--- src/rtl/vrom_arbiter_if.sv ---
// Purpose: bundles the two GPU read ports and the shared image-ROM port of vrom_arbiter.
// Latency: none; wires only.
// Backpressure: none; requesters must take every valid pulse, and req is held until gnt.
interface vrom_arbiter_if #(
  parameter int AW = 8,
  parameter int IW = 3,
  parameter int CW = 3
);
  logic          en_f2;
  logic          en_f3;

  logic          f2_req;
  logic [AW-1:0] f2_addr;
  logic [IW-1:0] f2_index;
  logic          f2_gnt;
  logic          f2_valid;
  logic [CW-1:0] f2_data;

  logic          f3_req;
  logic [AW-1:0] f3_addr;
  logic [IW-1:0] f3_index;
  logic          f3_gnt;
  logic          f3_valid;
  logic [CW-1:0] f3_data;

  logic          rom_en;
  logic [AW-1:0] rom_addr;
  logic [IW-1:0] rom_index;
  logic [CW-1:0] rom_data;

  // Arbiter side
  modport slave (
    input  en_f2, en_f3,
    input  f2_req, f2_addr, f2_index,
    input  f3_req, f3_addr, f3_index,
    input  rom_data,
    output f2_gnt, f2_valid, f2_data,
    output f3_gnt, f3_valid, f3_data,
    output rom_en, rom_addr, rom_index
  );

  // Requester / ROM side
  modport master (
    output en_f2, en_f3,
    output f2_req, f2_addr, f2_index,
    output f3_req, f3_addr, f3_index,
    output rom_data,
    input  f2_gnt, f2_valid, f2_data,
    input  f3_gnt, f3_valid, f3_data,
    input  rom_en, rom_addr, rom_index
  );
endinterface

--- src/rtl/vrom_arbiter.sv ---
// Purpose: round-robin sharing of one single-port image ROM between func2 and func3 GPUs.
// Latency: req in cycle N -> gnt/rom_en at N+1 -> valid/data at N+2+ROM_LAT.
// Backpressure: none; returns are pushed to the owner, a requester gets at most 1 gnt per 2 cycles.
module vrom_arbiter #(
  parameter int ROM_LAT = 1,  // ROM read latency, 1..4
  parameter int AW      = 8,
  parameter int IW      = 3,
  parameter int CW      = 3
) (
  input logic           sysclk,
  input logic           rst_n,
  vrom_arbiter_if.slave vrom_bus
);

  typedef enum logic {OWN_F2 = 1'b0, OWN_F3 = 1'b1} owner_e;

  // One tag stage per cycle from issue until rom_data is valid
  localparam int NSTG = ROM_LAT + 1;

  owner_e          r_last_owner;
  logic            r_f2_gnt;
  logic            r_f3_gnt;
  logic            r_rom_en;
  logic [AW-1:0]   r_rom_addr;
  logic [IW-1:0]   r_rom_index;
  logic [NSTG-1:0] r_tag_vld;
  logic [NSTG-1:0] r_tag_f3;
  logic            r_f2_valid;
  logic            r_f3_valid;
  logic [CW-1:0]   r_f2_data;
  logic [CW-1:0]   r_f3_data;

  logic            w_eff_f2;
  logic            w_eff_f3;
  logic            w_win_f2;
  logic            w_win_f3;
  logic            w_ret_f2;
  logic            w_ret_f3;

  // Eligibility, round-robin pick and return steering from the oldest tag stage
  always_comb begin
    // A request seen in its own grant cycle has already been issued
    w_eff_f2 = vrom_bus.f2_req & vrom_bus.en_f2 & ~r_f2_gnt;
    w_eff_f3 = vrom_bus.f3_req & vrom_bus.en_f3 & ~r_f3_gnt;
    w_win_f2 = w_eff_f2 & (~w_eff_f3 | (r_last_owner == OWN_F3));
    w_win_f3 = w_eff_f3 & ~w_win_f2;
    w_ret_f2 = r_tag_vld[ROM_LAT] & ~r_tag_f3[ROM_LAT];
    w_ret_f3 = r_tag_vld[ROM_LAT] &  r_tag_f3[ROM_LAT];
  end

  // Grant pulses and ROM command; address/index hold when nobody wins
  always_ff @(posedge sysclk or negedge rst_n) begin
    if (!rst_n) begin
      r_last_owner <= OWN_F3;
      r_f2_gnt     <= 1'b0;
      r_f3_gnt     <= 1'b0;
      r_rom_en     <= 1'b0;
      r_rom_addr   <= '0;
      r_rom_index  <= '0;
    end else begin
      r_f2_gnt <= w_win_f2;
      r_f3_gnt <= w_win_f3;
      r_rom_en <= w_win_f2 | w_win_f3;
      if (w_win_f2) begin
        r_rom_addr   <= vrom_bus.f2_addr;
        r_rom_index  <= vrom_bus.f2_index;
        r_last_owner <= OWN_F2;
      end else if (w_win_f3) begin
        r_rom_addr   <= vrom_bus.f3_addr;
        r_rom_index  <= vrom_bus.f3_index;
        r_last_owner <= OWN_F3;
      end
    end
  end

  // Tag pipe: stage 0 mirrors rom_en, the last stage lines up with valid rom_data
  always_ff @(posedge sysclk or negedge rst_n) begin
    if (!rst_n) begin
      r_tag_vld <= '0;
      r_tag_f3  <= '0;
    end else begin
      r_tag_vld <= {r_tag_vld[NSTG-2:0], w_win_f2 | w_win_f3};
      r_tag_f3  <= {r_tag_f3[NSTG-2:0], w_win_f3};
    end
  end

  // Capture rom_data into the owner's data register; data holds between pulses
  always_ff @(posedge sysclk or negedge rst_n) begin
    if (!rst_n) begin
      r_f2_valid <= 1'b0;
      r_f3_valid <= 1'b0;
      r_f2_data  <= '0;
      r_f3_data  <= '0;
    end else begin
      r_f2_valid <= w_ret_f2;
      r_f3_valid <= w_ret_f3;
      if (w_ret_f2) r_f2_data <= vrom_bus.rom_data;
      if (w_ret_f3) r_f3_data <= vrom_bus.rom_data;
    end
  end

  assign vrom_bus.f2_gnt    = r_f2_gnt;
  assign vrom_bus.f3_gnt    = r_f3_gnt;
  assign vrom_bus.f2_valid  = r_f2_valid;
  assign vrom_bus.f3_valid  = r_f3_valid;
  assign vrom_bus.f2_data   = r_f2_data;
  assign vrom_bus.f3_data   = r_f3_data;
  assign vrom_bus.rom_en    = r_rom_en;
  assign vrom_bus.rom_addr  = r_rom_addr;
  assign vrom_bus.rom_index = r_rom_index;

endmodule

--- src/flat_wrapper.sv ---
// flat-port wrapper written by rule: the top's interface ports become plain ports
module vrom_arbiter_flat 
#(
  parameter int ROM_LAT = 1,                           
  parameter int AW      = 8,
  parameter int IW      = 3,
  parameter int CW      = 3
)
  (sysclk, rst_n, vrom_bus_en_f2, vrom_bus_en_f3, vrom_bus_f2_req, vrom_bus_f2_addr, vrom_bus_f2_index, vrom_bus_f3_req, vrom_bus_f3_addr, vrom_bus_f3_index, vrom_bus_rom_data, vrom_bus_f2_gnt, vrom_bus_f2_valid, vrom_bus_f2_data, vrom_bus_f3_gnt, vrom_bus_f3_valid, vrom_bus_f3_data, vrom_bus_rom_en, vrom_bus_rom_addr, vrom_bus_rom_index);
  vrom_arbiter_if #(.AW(AW), .IW(IW), .CW(CW)) vrom_bus_i ();
  input logic sysclk;
  input logic rst_n;
  input wire logic [$bits(vrom_bus_i.en_f2)-1:0] vrom_bus_en_f2;
  input wire logic [$bits(vrom_bus_i.en_f3)-1:0] vrom_bus_en_f3;
  input wire logic [$bits(vrom_bus_i.f2_req)-1:0] vrom_bus_f2_req;
  input wire logic [$bits(vrom_bus_i.f2_addr)-1:0] vrom_bus_f2_addr;
  input wire logic [$bits(vrom_bus_i.f2_index)-1:0] vrom_bus_f2_index;
  input wire logic [$bits(vrom_bus_i.f3_req)-1:0] vrom_bus_f3_req;
  input wire logic [$bits(vrom_bus_i.f3_addr)-1:0] vrom_bus_f3_addr;
  input wire logic [$bits(vrom_bus_i.f3_index)-1:0] vrom_bus_f3_index;
  input wire logic [$bits(vrom_bus_i.rom_data)-1:0] vrom_bus_rom_data;
  output wire logic [$bits(vrom_bus_i.f2_gnt)-1:0] vrom_bus_f2_gnt;
  output wire logic [$bits(vrom_bus_i.f2_valid)-1:0] vrom_bus_f2_valid;
  output wire logic [$bits(vrom_bus_i.f2_data)-1:0] vrom_bus_f2_data;
  output wire logic [$bits(vrom_bus_i.f3_gnt)-1:0] vrom_bus_f3_gnt;
  output wire logic [$bits(vrom_bus_i.f3_valid)-1:0] vrom_bus_f3_valid;
  output wire logic [$bits(vrom_bus_i.f3_data)-1:0] vrom_bus_f3_data;
  output wire logic [$bits(vrom_bus_i.rom_en)-1:0] vrom_bus_rom_en;
  output wire logic [$bits(vrom_bus_i.rom_addr)-1:0] vrom_bus_rom_addr;
  output wire logic [$bits(vrom_bus_i.rom_index)-1:0] vrom_bus_rom_index;
  assign vrom_bus_i.en_f2 = vrom_bus_en_f2;
  assign vrom_bus_i.en_f3 = vrom_bus_en_f3;
  assign vrom_bus_i.f2_req = vrom_bus_f2_req;
  assign vrom_bus_i.f2_addr = vrom_bus_f2_addr;
  assign vrom_bus_i.f2_index = vrom_bus_f2_index;
  assign vrom_bus_i.f3_req = vrom_bus_f3_req;
  assign vrom_bus_i.f3_addr = vrom_bus_f3_addr;
  assign vrom_bus_i.f3_index = vrom_bus_f3_index;
  assign vrom_bus_i.rom_data = vrom_bus_rom_data;
  assign vrom_bus_f2_gnt = vrom_bus_i.f2_gnt;
  assign vrom_bus_f2_valid = vrom_bus_i.f2_valid;
  assign vrom_bus_f2_data = vrom_bus_i.f2_data;
  assign vrom_bus_f3_gnt = vrom_bus_i.f3_gnt;
  assign vrom_bus_f3_valid = vrom_bus_i.f3_valid;
  assign vrom_bus_f3_data = vrom_bus_i.f3_data;
  assign vrom_bus_rom_en = vrom_bus_i.rom_en;
  assign vrom_bus_rom_addr = vrom_bus_i.rom_addr;
  assign vrom_bus_rom_index = vrom_bus_i.rom_index;
  vrom_arbiter #(.ROM_LAT(ROM_LAT), .AW(AW), .IW(IW), .CW(CW)) u_core (.sysclk(sysclk), .rst_n(rst_n), .vrom_bus(vrom_bus_i));
endmodule
--- config.mk ---
export PLATFORM = sky130hd
export DESIGN_NAME = vrom_arbiter_flat
export DESIGN_NICKNAME = d
export VERILOG_FILES = /design/src/rtl/vrom_arbiter_if.sv /design/src/rtl/vrom_arbiter.sv /design/src/flat_wrapper.sv
export SDC_FILE = /design/constraint.sdc
export NUM_CORES = 1
export LEC_CHECK = 0
export CORE_ASPECT_RATIO = 1.25
export CORE_MARGIN = 5
export CORE_UTILIZATION = 40
export DETAILED_ROUTE_END_ITERATION = 10
export GPL_TIMING_DRIVEN = 0
export PLACE_DENSITY = 0.93
export SLEW_MARGIN = 40
export SYNTH_ARGS = -nofsm -noshare
export SYNTH_HDL_FRONTEND = slang
export SYNTH_SLANG_ARGS = --single-unit
export TNS_END_PERCENT = 30
--- constraint.sdc ---
create_clock -name sysclk -period 4.7 [get_ports sysclk]
set_clock_uncertainty 0.2 [all_clocks]
set_input_delay 0.94 -clock sysclk [delete_from_list [all_inputs] [get_ports sysclk]]
set_output_delay 0.94 -clock sysclk [all_outputs]
set_load 0.05 [all_outputs]
# == After elaboration in Yosys (flattened, before gate mapping) ==
# Cells that the tools add are included.
# totals
register_bits,27
latchBits,0
ram_bits,0
rom_bits,0
inputBits,31
out_inout_bits,22
mem_count,0
# op_classes
addsub,0
multipliers,0
n_div,0
n_lt_le_gt_ge,0
n_eq_ne,0
n_shift,0
mux,6
bitwise_logic,15
n_reduce_logical,1
# ops
cell,count
$mux W8,2
$and A1 B1 Y1,8
$mux W3,2
$not A1 Y1,5
$mux W1,2
$or A1 B1 Y1,2
$reduce_bool A2 Y1,1

# == Depth between registers and ports, before layout ==
# Gate-level depths: netlist of run 1.
# depth
ltp_word,9
ltp_mapped,4
mapped_depth_nobuf,3

# == Worst setup path after synthesis of run 1 ==
# OpenSTA, ideal clock, no wires.
# synth_path
path_type,input to register
start,input port vrom_bus_f3_req
end,register u_core.r_rom_addr[1] (netlist: u_core.vrom_bus.rom_addr[1])
setup_time_ns,0.123
arrival_time_ns,1.658
required_ns,4.377
path_slack_ns,2.719
stages,4
path_buffers,1
cell_sequence,and4bb_4 buf_6 or3_1 o221a_2
# synth_between
elab_chain_cells,8
elab_cells_between_ends,9
classes_between,mux (1); bitwise (7); reduce/logical (1)
# synth_rtl
item,line,source
"start, declared",flat_wrapper.sv:18,input wire logic [$bits(vrom_bus_i.f3_req)-1:0] vrom_bus_f3_req;
$and A1 B1 Y1 * (2 in series),vrom_arbiter.sv:44,w_eff_f3 = vrom_bus.f3_req & vrom_bus.en_f3 & ~r_f3_gnt;
$not A1 Y1,vrom_arbiter.sv:45,w_win_f2 = w_eff_f2 & (~w_eff_f3 | (r_last_owner == OWN_F3));
$or A1 B1 Y1,vrom_arbiter.sv:45,
$and A1 B1 Y1,vrom_arbiter.sv:45,
$not A1 Y1,vrom_arbiter.sv:46,w_win_f3 = w_eff_f3 & ~w_win_f2;
$and A1 B1 Y1,vrom_arbiter.sv:46,
$reduce_bool A2 Y1 (no source line),-,
"end signal, assigned",vrom_arbiter.sv:65,r_rom_addr <= vrom_bus.f2_addr;
"end signal, assigned",vrom_arbiter.sv:69,r_rom_addr <= vrom_bus.f3_addr;
"end, declared",vrom_arbiter.sv:24,logic [AW-1:0] r_rom_addr;
# Mark *: on every way between the ends. The rest lies on a longest branch, timed or not.
# A chain may end at the register's enable or synchronous reset.

==> impl_metrics.env, run 1 <==
export IMPL_grt_pass1_vias=853
export IMPL_yosys_top_cells_area="dfrtp_1 (59%), o221a_2 (12%), or3_1 (6.8%)"
export IMPL_relSlewSlack=0.6430
export IMPL_fp_row_count=20
export IMPL_timing_rr_start="u_core.r_last_owner"
export IMPL_synth_avg_cell_area_um2=14.46
export IMPL_p_sw_frac=0.3779
export IMPL_cts_tree="built"
export IMPL_period_minus_slack_ns=2.701
export IMPL_fmax_mhz=370.3
export IMPL_cts_resized=0
export IMPL_drive_above_1_share=0.2302
export IMPL_worstSetupStartpointType="flop"
export IMPL_synth_top_area_frac=0.5933
export IMPL_final_antenna_net_count=0
export IMPL_rsz0062_at_grt="false"
export IMPL_final_setup_viol_count=0
export IMPL_synth_warnings=0
export IMPL_grt_first_pass_wirelength_mm=3.946
export IMPL_coreArea_mm2=0.002427
export IMPL_ir_worst_vdd_uv=241.9
export IMPL_die_w_um=55.00
export IMPL_hpwl_mm=2.027
export IMPL_end_kind="output port"
export IMPL_min_path_cells=0
export IMPL_cts_hold_fix_buffers=0
export IMPL_hold_path_class="reg -> reg"
export IMPL_die_y_um=66.24
export IMPL_synth_cell_type_count=18
export IMPL_cts_root_buf="clkbuf_4"
export IMPL_cp_required_ns=3.56
export IMPL_pwr_share_comb=0.429
export IMPL_synth_top_area_cell="dfrtp_1"
export IMPL_synth_area_mm2=0.001012
export IMPL_post_cts_buffers=0
export IMPL_globalplace_congestion=0.7332
export IMPL_dieArea_mm2=0.003643
export IMPL_h_tree_depth=1
export IMPL_worstPathCellList="clkdlybuf4s50_1"
export IMPL_crit_type="reg -> out"
export IMPL_r2r_cells=4
export IMPL_wl_per_cell_um=15.87
export IMPL_fillers=201
export IMPL_cts_buffers=3
export IMPL_ios=53
export IMPL_cap_violations=0
export IMPL_finalHoldWorstSlack_ns=0.1911
export IMPL_postSynthCellCount=70
export IMPL_cp_arrival_ns=1.56
export IMPL_clk_latency_ns=0.30
export IMPL_p_switching_w=0.0002407
export IMPL_critPathMaxStageDelay_ns=0.83
export IMPL_p_seq_frac=0.427
export IMPL_diodes=0
export IMPL_overflow=0
export IMPL_port_buffers=52
export IMPL_gr_usage_all_layers=0.1486
export IMPL_vias=804
export IMPL_p_per_area_mw_per_mm2=399.3
export IMPL_ys_ff_latch=25
export IMPL_max_clock_path_buffers=2
export IMPL_vias_per_cell=5.057
export IMPL_route_detailed_drc=0
export IMPL_slowest_stage="clkdlybuf4s50_1"
export IMPL_status="complete, no violations"
export IMPL_dr_pass1_iters=4
export IMPL_yosysSeqAreaShare=0.6193
export IMPL_antenna_found_initial=0
export IMPL_period_share=0.5746
export IMPL_syn_nets=101
export IMPL_crit_cells=1
export IMPL_crit_family="buffers and inverters"
export IMPL_slew_violations=0
export IMPL_hold_start="u_core.r_tag_vld[0]"
export IMPL_hold_viol_final=0
export IMPL_cts_sinks=25
export IMPL_grt_start_max_net_pins=26
export IMPL_dr_first_iter_drc_count=11
export IMPL_nets=158
export IMPL_p_int_w=0.0003963
export IMPL_crit_start="u_core.r_tag_f3[0]"
export IMPL_setup_tns_ns=0
export IMPL_crit_fanout=5
export IMPL_syn_to_final_growth_pct=57.60
export IMPL_tightest_slew_ns=0.5355
export IMPL_power_leakage_nw=0.6593
export IMPL_start_util=0.4170
export IMPL_wl_mm=2.524
export IMPL_path_clk_slew_ns=0.13
export IMPL_path_buf_inv=1
export IMPL_pwr_share_clk=0.144
power groups by stage:
| stage | logic, W | registers [W] | clock network, W |
|---|---|---|---|
| 2_1_floorplan | 0.0000507 | 0.000390 | 0 |
| 3_3_place_gp | 0.000270 | 0.000275 | 0 |
| 3_5_place_dp | 0.000276 | 0.000277 | 0 |
| 4_1_cts | 0.000277 | 0.000273 | 0.0000939 |
| 5_1_grt | 0.000286 | 0.000277 | 0.000104 |
| 6_report | 0.000273 | 0.000272 | 0.0000917 |
synth_stat cells, drive strengths merged:
cell type / instances
a21o: 1
mux2: 6
dfrtp: 24
buf: 3
o21ai: 1
inv: 4
nand3b: 1
nand2: 2
clkbuf: 1
nor2: 1
o221a: 11
dfstp: 1
o2111ai: 1
or3: 11
and4bb: 1
nor2b: 1
routing by layer:
layer | wire length, um | vias up | GRT usage
li1 | - | 375 | -
met1 | 930 | 394 | 0.1691
met2 | 1392 | 31 | 0.2648
met3 | 176 | 4 | 0.03386
met4 | 24 | 0 | 0.04559
met5 | 0 | - | 0
cell families (layout without fill, tap and decap cells):
kind of cell / count (synthesis) / in the layout / synth area share
compound gates: 14 / 14 / 0.1508
flops: 25 / 25 / 0.6193
mux: 6 / 6 / 0.06674
simple gates: 17 / 17 / 0.1211
buf+inv: 8 / 64 / 0.04202
stage by stage:
step	worst slack (ns)	cells	cell area, um^2	util	power, W
2_1_floorplan	2.719	70	1012	-	0.0004402
3_3_place_gp	2.101	155	1574	0.6485	0.0005450
3_5_place_dp	2.044	155	1569	0.6464	0.0005528
4_1_cts	1.990	159	1595	0.6572	0.0006431
5_1_grt	1.935	159	1595	0.6572	0.0006678
6_report	1.999	159	1595	0.6572	0.0006370
path summary, 6_finish.rpt:
path,slack [ns],endpoint
max reg2reg,3.01,u_core.vrom_bus.rom_addr[2]
min,0.19,u_core.r_tag_vld[1]
min reg2reg,0.19,u_core.r_tag_vld[1]
max in group asynchronous,3.54,u_core.r_last_owner
min in group asynchronous,0.40,u_core.vrom_bus.f3_data[1]
max,2.00,vrom_bus_f3_gnt
cell usage in the layout (no fill, tap or decap), types with 2 or more instances in the layout:
cell type and n:
inv_1 4, buf_2 2, mux2_2 6, dfrtp_1 24, clkbuf_4 3, clkdlybuf4s50_1 51
or3_1 11, clkbuf_1 2, nand2_1 2, o221a_2 11
final cells by class:
cell class | count | area (um^2) | area share
multi-input combinational | 37 | 342.8 | 0.2149
timing repair buffer | 52 | 515.5 | 0.3231
inverter | 4 | 15.01 | 0.009412
buffer | 4 | 27.53 | 0.01725
tap | 33 | 41.29 | 0.02588
clock buffer | 4 | 26.28 | 0.01647
sequential | 25 | 626.9 | 0.3929
flip-flops by register name, summed over array words and instances (netlist names):
signal / cells
u_core.vrom_bus.f2_gnt: 1
u_core.vrom_bus.f3_valid: 1
u_core.vrom_bus.rom_index: 3
u_core.r_last_owner: 1
u_core.vrom_bus.f2_valid: 1
u_core.vrom_bus.f2_data: 3
u_core.vrom_bus.rom_addr: 8
u_core.r_tag_vld: 2
u_core.r_tag_f3: 2
u_core.vrom_bus.f3_data: 3
Power figures use the tool's default switching activity.
==> inputs of run 2 (changes only) <==
CORE_UTILIZATION = 38   (was 40)
PLACE_DENSITY = 0.9   (was 0.93)
clock period = 2.5 ns   (was 4.7 ns; I/O delays follow)
==> run 2 against run 1 <==
Net effect:
- clock power up 90%
- global-route usage decreased by 0.79 points
- first-iteration DRC count grew 18%
- non-clock buffer count up 1
- sequential power increased by 88%
- clock-buffer cell count stayed put
- register-to-register slack got worse by 2.2 ns
- core utilization fell by 4.6 points
- die area is 4.4% higher
- sequential share of layout area decreased by 0.28 points
- critical path type unchanged
- critical path depth is the same
==> impl_metrics.env, run 2 (same netlist as run 1, synthesis figures left out) <==
export IMPL_status="complete, no violations"
export IMPL_cts_sinks=25
export IMPL_vias_per_cell=5.031
export IMPL_post_cts_buffers=0
export IMPL_syn_to_final_growth_pct=58.71
export IMPL_path_clk_slew_ns=0.13
export IMPL_period_share=0.9052
export IMPL_die_y_um=67.71
export IMPL_fmax_mhz=441.9
export IMPL_setup_tns_ns=0
export IMPL_die_w_um=56.16
export IMPL_crit_type="reg -> out"
export IMPL_rsz0062_at_grt="false"
export IMPL_wl_mm=2.565
export IMPL_maxUsedRoutingLayer="met4"
export IMPL_final_cell_mix="clkdlybuf4s50_1 (51), dfrtp_1 (24), or3_1 (11), o221a_2 (11), mux2_2 (6)"
export IMPL_nets=159
export IMPL_dieArea_mm2=0.003802
export IMPL_grt_pass1_vias=910
export IMPL_cts_resized=0
export IMPL_dr_pass1_iters=4
export IMPL_met2_length_mm=1.458
export IMPL_overflow=0
export IMPL_critPathMaxStageDelay_ns=0.84
export IMPL_worstPathCellList="clkdlybuf4s50_1"
export IMPL_h_tree_depth=1
export IMPL_grt_start_max_net_pins=26
export IMPL_grt_first_pass_wirelength_mm=4.202
export IMPL_gr_usage_all_layers=0.1407
export IMPL_fin_area_mm2=0.001607
export IMPL_cts_tree="built"
export IMPL_largest_reg_flops=8
export IMPL_r2r_cells=4
export IMPL_utilization=0.6114
export IMPL_cp_required_ns=1.80
export IMPL_final_common_cell="clkdlybuf4s50_1"
export IMPL_min_path_cells=0
export IMPL_route_detailed_drc=0
export IMPL_port_buffers=52
export IMPL_final_antenna_net_count=0
export IMPL_crit_fanout=5
export IMPL_met3WireLength_um=171
export IMPL_max_clock_path_buffers=2
export IMPL_cts_root_buf="clkbuf_4"
export IMPL_slowest_stage="clkdlybuf4s50_1"
export IMPL_worstSetupStartpointType="flop"
export IMPL_fillers=211
export IMPL_globalplace_congestion=0.7630
export IMPL_hpwl_mm=1.993
export IMPL_clk_latency_ns=0.31
export IMPL_drive_above_1_share=0.2283
export IMPL_final_setup_viol_count=0
export IMPL_cp_arrival_ns=1.56
export IMPL_hold_viol_final=0
export IMPL_cap_violations=0
export IMPL_wl_per_cell_um=15.93
export IMPL_coreArea_mm2=0.002628
export IMPL_wl_met1_um=905
export IMPL_start_util=0.3852
export IMPL_slew_violations=0
export IMPL_hold_path_class="reg -> reg"
export IMPL_relSlewSlack=0.6436
export IMPL_ios=53
export IMPL_path_buf_inv=1
export IMPL_crit_cells=1
export IMPL_antenna_found_initial=0
export IMPL_power_leakage_nw=0.6634
export IMPL_ir_worst_vdd_uv=406.5
export IMPL_tightest_slew_ns=0.5346
export IMPL_fp_row_count=21
export IMPL_period_minus_slack_ns=2.263
export IMPL_dr_first_iter_drc_count=13
export IMPL_p_per_area_mw_per_mm2=746.0
export IMPL_dpl_cell_area_mm2=0.001570
export IMPL_end_kind="output port"
export IMPL_cts_buffers=3
export IMPL_diodes=0
export IMPL_vias=810
export IMPL_crit_family="buffers and inverters"
==> run 2: cell count changes in the layout (fill, tap and decap cells not counted), sizes merged <==
cell / before / now
dlygate4sd3: 0 / 1
==> run 2: path summary, 6_finish.rpt <==
kind / slack [ns] / start / end
worst max-delay path: 0.24 / u_core.r_tag_f3[0] / vrom_bus_f3_gnt
worst min-delay path: 0.21 / u_core.r_tag_vld[0] / u_core.r_tag_vld[1]
worst max register to register: 0.83 / u_core.r_last_owner / u_core.vrom_bus.rom_addr[4]
worst min register to register: 0.21 / u_core.r_tag_vld[0] / u_core.r_tag_vld[1]
max in group asynchronous: 1.22 / rst_n / u_core.r_last_owner
min in group asynchronous: 0.50 / rst_n / u_core.vrom_bus.rom_addr[0]
==> run 2: power breakdown <==
| group | internal [W] | switching [W] | leakage [nW] |
|---|---|---|---|
| Clock | 0.0000622 | 0.000111 | 0.0150 |
| Combinational | 0.000210 | 0.000305 | 0.357 |
| Sequential | 0.000474 | 0.0000366 | 0.292 |
==> run 2: per-stage QoR <==
step / power [W] / cells / setup slack, ns / hold slack (ns)
after floorplan: 0.0008276 / 70 / 0.7329 / 0.004409
after global placement: 0.001024 / 156 / 0.3401 / 0.1757
after detailed placement: 0.001036 / 156 / 0.2731 / 0.1671
after CTS: 0.001210 / 161 / 0.2197 / 0.2029
after global routing: 0.001249 / 161 / 0.1751 / 0.2127
final: 0.001199 / 161 / 0.2370 / 0.2080
==> run 2: final cells by class <==
cell class              instances  area (um^2)  area share
well taps                      34        42.54     0.02648
repair buffers                 53        525.5      0.3271
plain buffers                   4        27.53     0.01713
clock buffers                   4        26.28     0.01636
flip-flops and latches         25        626.9      0.3902
multi-input cells              37        342.8      0.2134
inverters                       4        15.01    0.009346
==> run 2: what timing repair did <==
item	4_1_cts	5_1_grt
setup endpoints to repair	0	0
endpoints found under the hold margin	24	0
hold buffers	1	0
==> run 2: per-layer routing <==
layer	vias up	track usage
met2	34	0.2763
met3	4	0.04398
met4	0	0.03561
met5	-	0
met1	394	0.1444
li1	378	-
==> inputs of run 3 (changes only) <==
CORE_MARGIN = 2   (was 5)
CORE_UTILIZATION = 35   (was 38)
PLACE_DENSITY = 0.84   (was 0.9)
clock period = 2.4 ns   (was 2.5 ns; I/O delays follow)
==> run 3 against run 2 <==
Net effect:
- non-clock buffer count unchanged
- global-route usage increased by 0.81 points
- sequential cell count unchanged
- power increased by 3.4%
- sequential share of layout area unchanged
- setup slack got worse by 0.085 ns
- worst hold slack improved by 0.020 ns
- critical path depth unchanged
- clock power about the same
- register-to-register slack got worse by 0.10 ns
- routed wire length decreased by 10%
==> impl_metrics.env, run 3 (same netlist as run 1, synthesis figures left out) <==
export IMPL_status="complete, no violations"
export IMPL_ir_worst_vdd_uv=444.4
export IMPL_gr_usage_all_layers=0.1488
export IMPL_register_area_um2=626.9
export IMPL_cap_violations=0
export IMPL_fp_row_count=21
export IMPL_final_cell_mix="clkdlybuf4s50_1 (51), dfrtp_1 (24), or3_1 (11), o221a_2 (11), mux2_2 (6)"
export IMPL_cts_buffers=3
export IMPL_final_antenna_net_count=0
export IMPL_start_util=0.3740
export IMPL_grt_pass1_vias=803
export IMPL_syn_to_final_growth_pct=58.71
export IMPL_route_detailed_drc=0
export IMPL_cts_resized=0
export IMPL_die_y_um=64.13
export IMPL_p_per_area_mw_per_mm2=771.2
export IMPL_slowest_stage="clkdlybuf4s50_1"
export IMPL_grt_start_max_net_pins=26
export IMPL_drive_above_1_share=0.2283
export IMPL_finalHoldWorstSlack_ns=0.2285
export IMPL_rsz0062_at_grt="false"
export IMPL_tightest_slew_ns=0.5235
export IMPL_min_path_cells=0
export IMPL_wl_mm=2.300
export IMPL_final_setup_viol_count=0
export IMPL_die_w_um=52.10
export IMPL_wl_per_cell_um=14.29
export IMPL_period_share=0.9366
export IMPL_hpwl_mm=1.775
export IMPL_largest_reg_flops=8
export IMPL_end_kind="output port"
export IMPL_cts_tree="built"
export IMPL_path_buf_inv=1
export IMPL_fmax_mhz=444.9
export IMPL_final_common_cell="clkdlybuf4s50_1"
export IMPL_vias_per_cell=4.938
export IMPL_worstSetupStartpointType="flop"
export IMPL_nets=159
export IMPL_vias=795
export IMPL_clk_latency_ns=0.30
export IMPL_cp_required_ns=1.72
export IMPL_crit_start="u_core.r_tag_f3[0]"
export IMPL_period_minus_slack_ns=2.248
export IMPL_crit_type="reg -> out"
export IMPL_timing_rr_start="u_core.r_last_owner"
export IMPL_crit_cells=1
export IMPL_coreArea_mm2=0.002706
export IMPL_multi_input_area_um2=342.8
export IMPL_power_leakage_nw=0.6634
export IMPL_critPathMaxStageDelay_ns=0.83
export IMPL_diodes=0
export IMPL_setup_tns_ns=0
export IMPL_slew_violations=0
export IMPL_dr_pass1_iters=4
export IMPL_cts_root_buf="clkbuf_4"
export IMPL_overflow=0
export IMPL_worstPathCellList="clkdlybuf4s50_1"
export IMPL_globalplace_congestion=0.7207
export IMPL_max_clock_path_buffers=2
export IMPL_hold_viol_final=0
export IMPL_relSlewSlack=0.6510
export IMPL_cp_arrival_ns=1.57
export IMPL_port_buffers=52
export IMPL_hold_start="u_core.r_tag_vld[0]"
export IMPL_fillers=218
export IMPL_ios=53
export IMPL_dieArea_mm2=0.003341
export IMPL_grt_first_pass_wirelength_mm=3.739
export IMPL_cts_sinks=25
export IMPL_antenna_found_initial=0
export IMPL_hold_path_class="reg -> reg"
export IMPL_r2r_cells=4
export IMPL_crit_family="buffers and inverters"
export IMPL_crit_fanout=5
export IMPL_dr_first_iter_drc_count=7
export IMPL_h_tree_depth=1
export IMPL_path_clk_slew_ns=0.12
run 3: cell counts in the layout (fill, tap and decap cells not counted):
No cell type changed its count.
run 3: repair_timing:
item                                   4_1_cts  5_1_grt
endpoints found under the hold margin       24        0
buffers inserted                             0        0
setup endpoints to repair                    0        0
hold buffers                                 1        0
run 3: final timing paths:
path,endpoint,slack [ns]
worst max-delay path,vrom_bus_f3_gnt,0.15
worst min-delay path,u_core.r_tag_vld[1],0.23
worst max register to register,u_core.vrom_bus.rom_addr[3],0.73
worst min register to register,u_core.r_tag_vld[1],0.23
max in group asynchronous,u_core.r_last_owner,1.16
min in group asynchronous,u_core.vrom_bus.f2_data[1],0.47
run 3: area by class of cell:
| cell class | count | share of cell area |
|---|---|---|
| Multi-Input combinational cell | 37 | 0.2134 |
| Clock buffer | 4 | 0.01636 |
| Timing Repair Buffer | 53 | 0.3271 |
| Buffer | 4 | 0.01713 |
| Tap cell | 34 | 0.02648 |
| Sequential cell | 25 | 0.3902 |
| Inverter | 4 | 0.009346 |
run 3: metrics by stage:
step | std cells | total power [W] | cell area (um^2) | util | setup slack (ns)
5_1_grt | 161 | 0.001306 | 1607 | 0.5936 | 0.09059
3_3_place_gp | 156 | 0.001064 | 1575 | 0.5821 | 0.2663
4_1_cts | 161 | 0.001254 | 1607 | 0.5936 | 0.1387
3_5_place_dp | 156 | 0.001076 | 1570 | 0.5802 | 0.2169
2_1_floorplan | 70 | 0.0008621 | 1012 | - | 0.6329
6_report | 161 | 0.001239 | 1607 | 0.5936 | 0.1523
run 3: metal layers:
layer	vias up	wire [um]	global-route usage
met5	-	0	0
met4	0	0	0.03947
met3	0	150	0.02804
met2	31	1298	0.2737
met1	388	852	0.1702
li1	376	-	-
run 3: report_power, final:
part	internal, W	switching, W	total (W)
clock network	0.0000647	0.000111	0.000175
logic	0.000218	0.000313	0.000531
registers	0.000494	0.0000385	0.000532
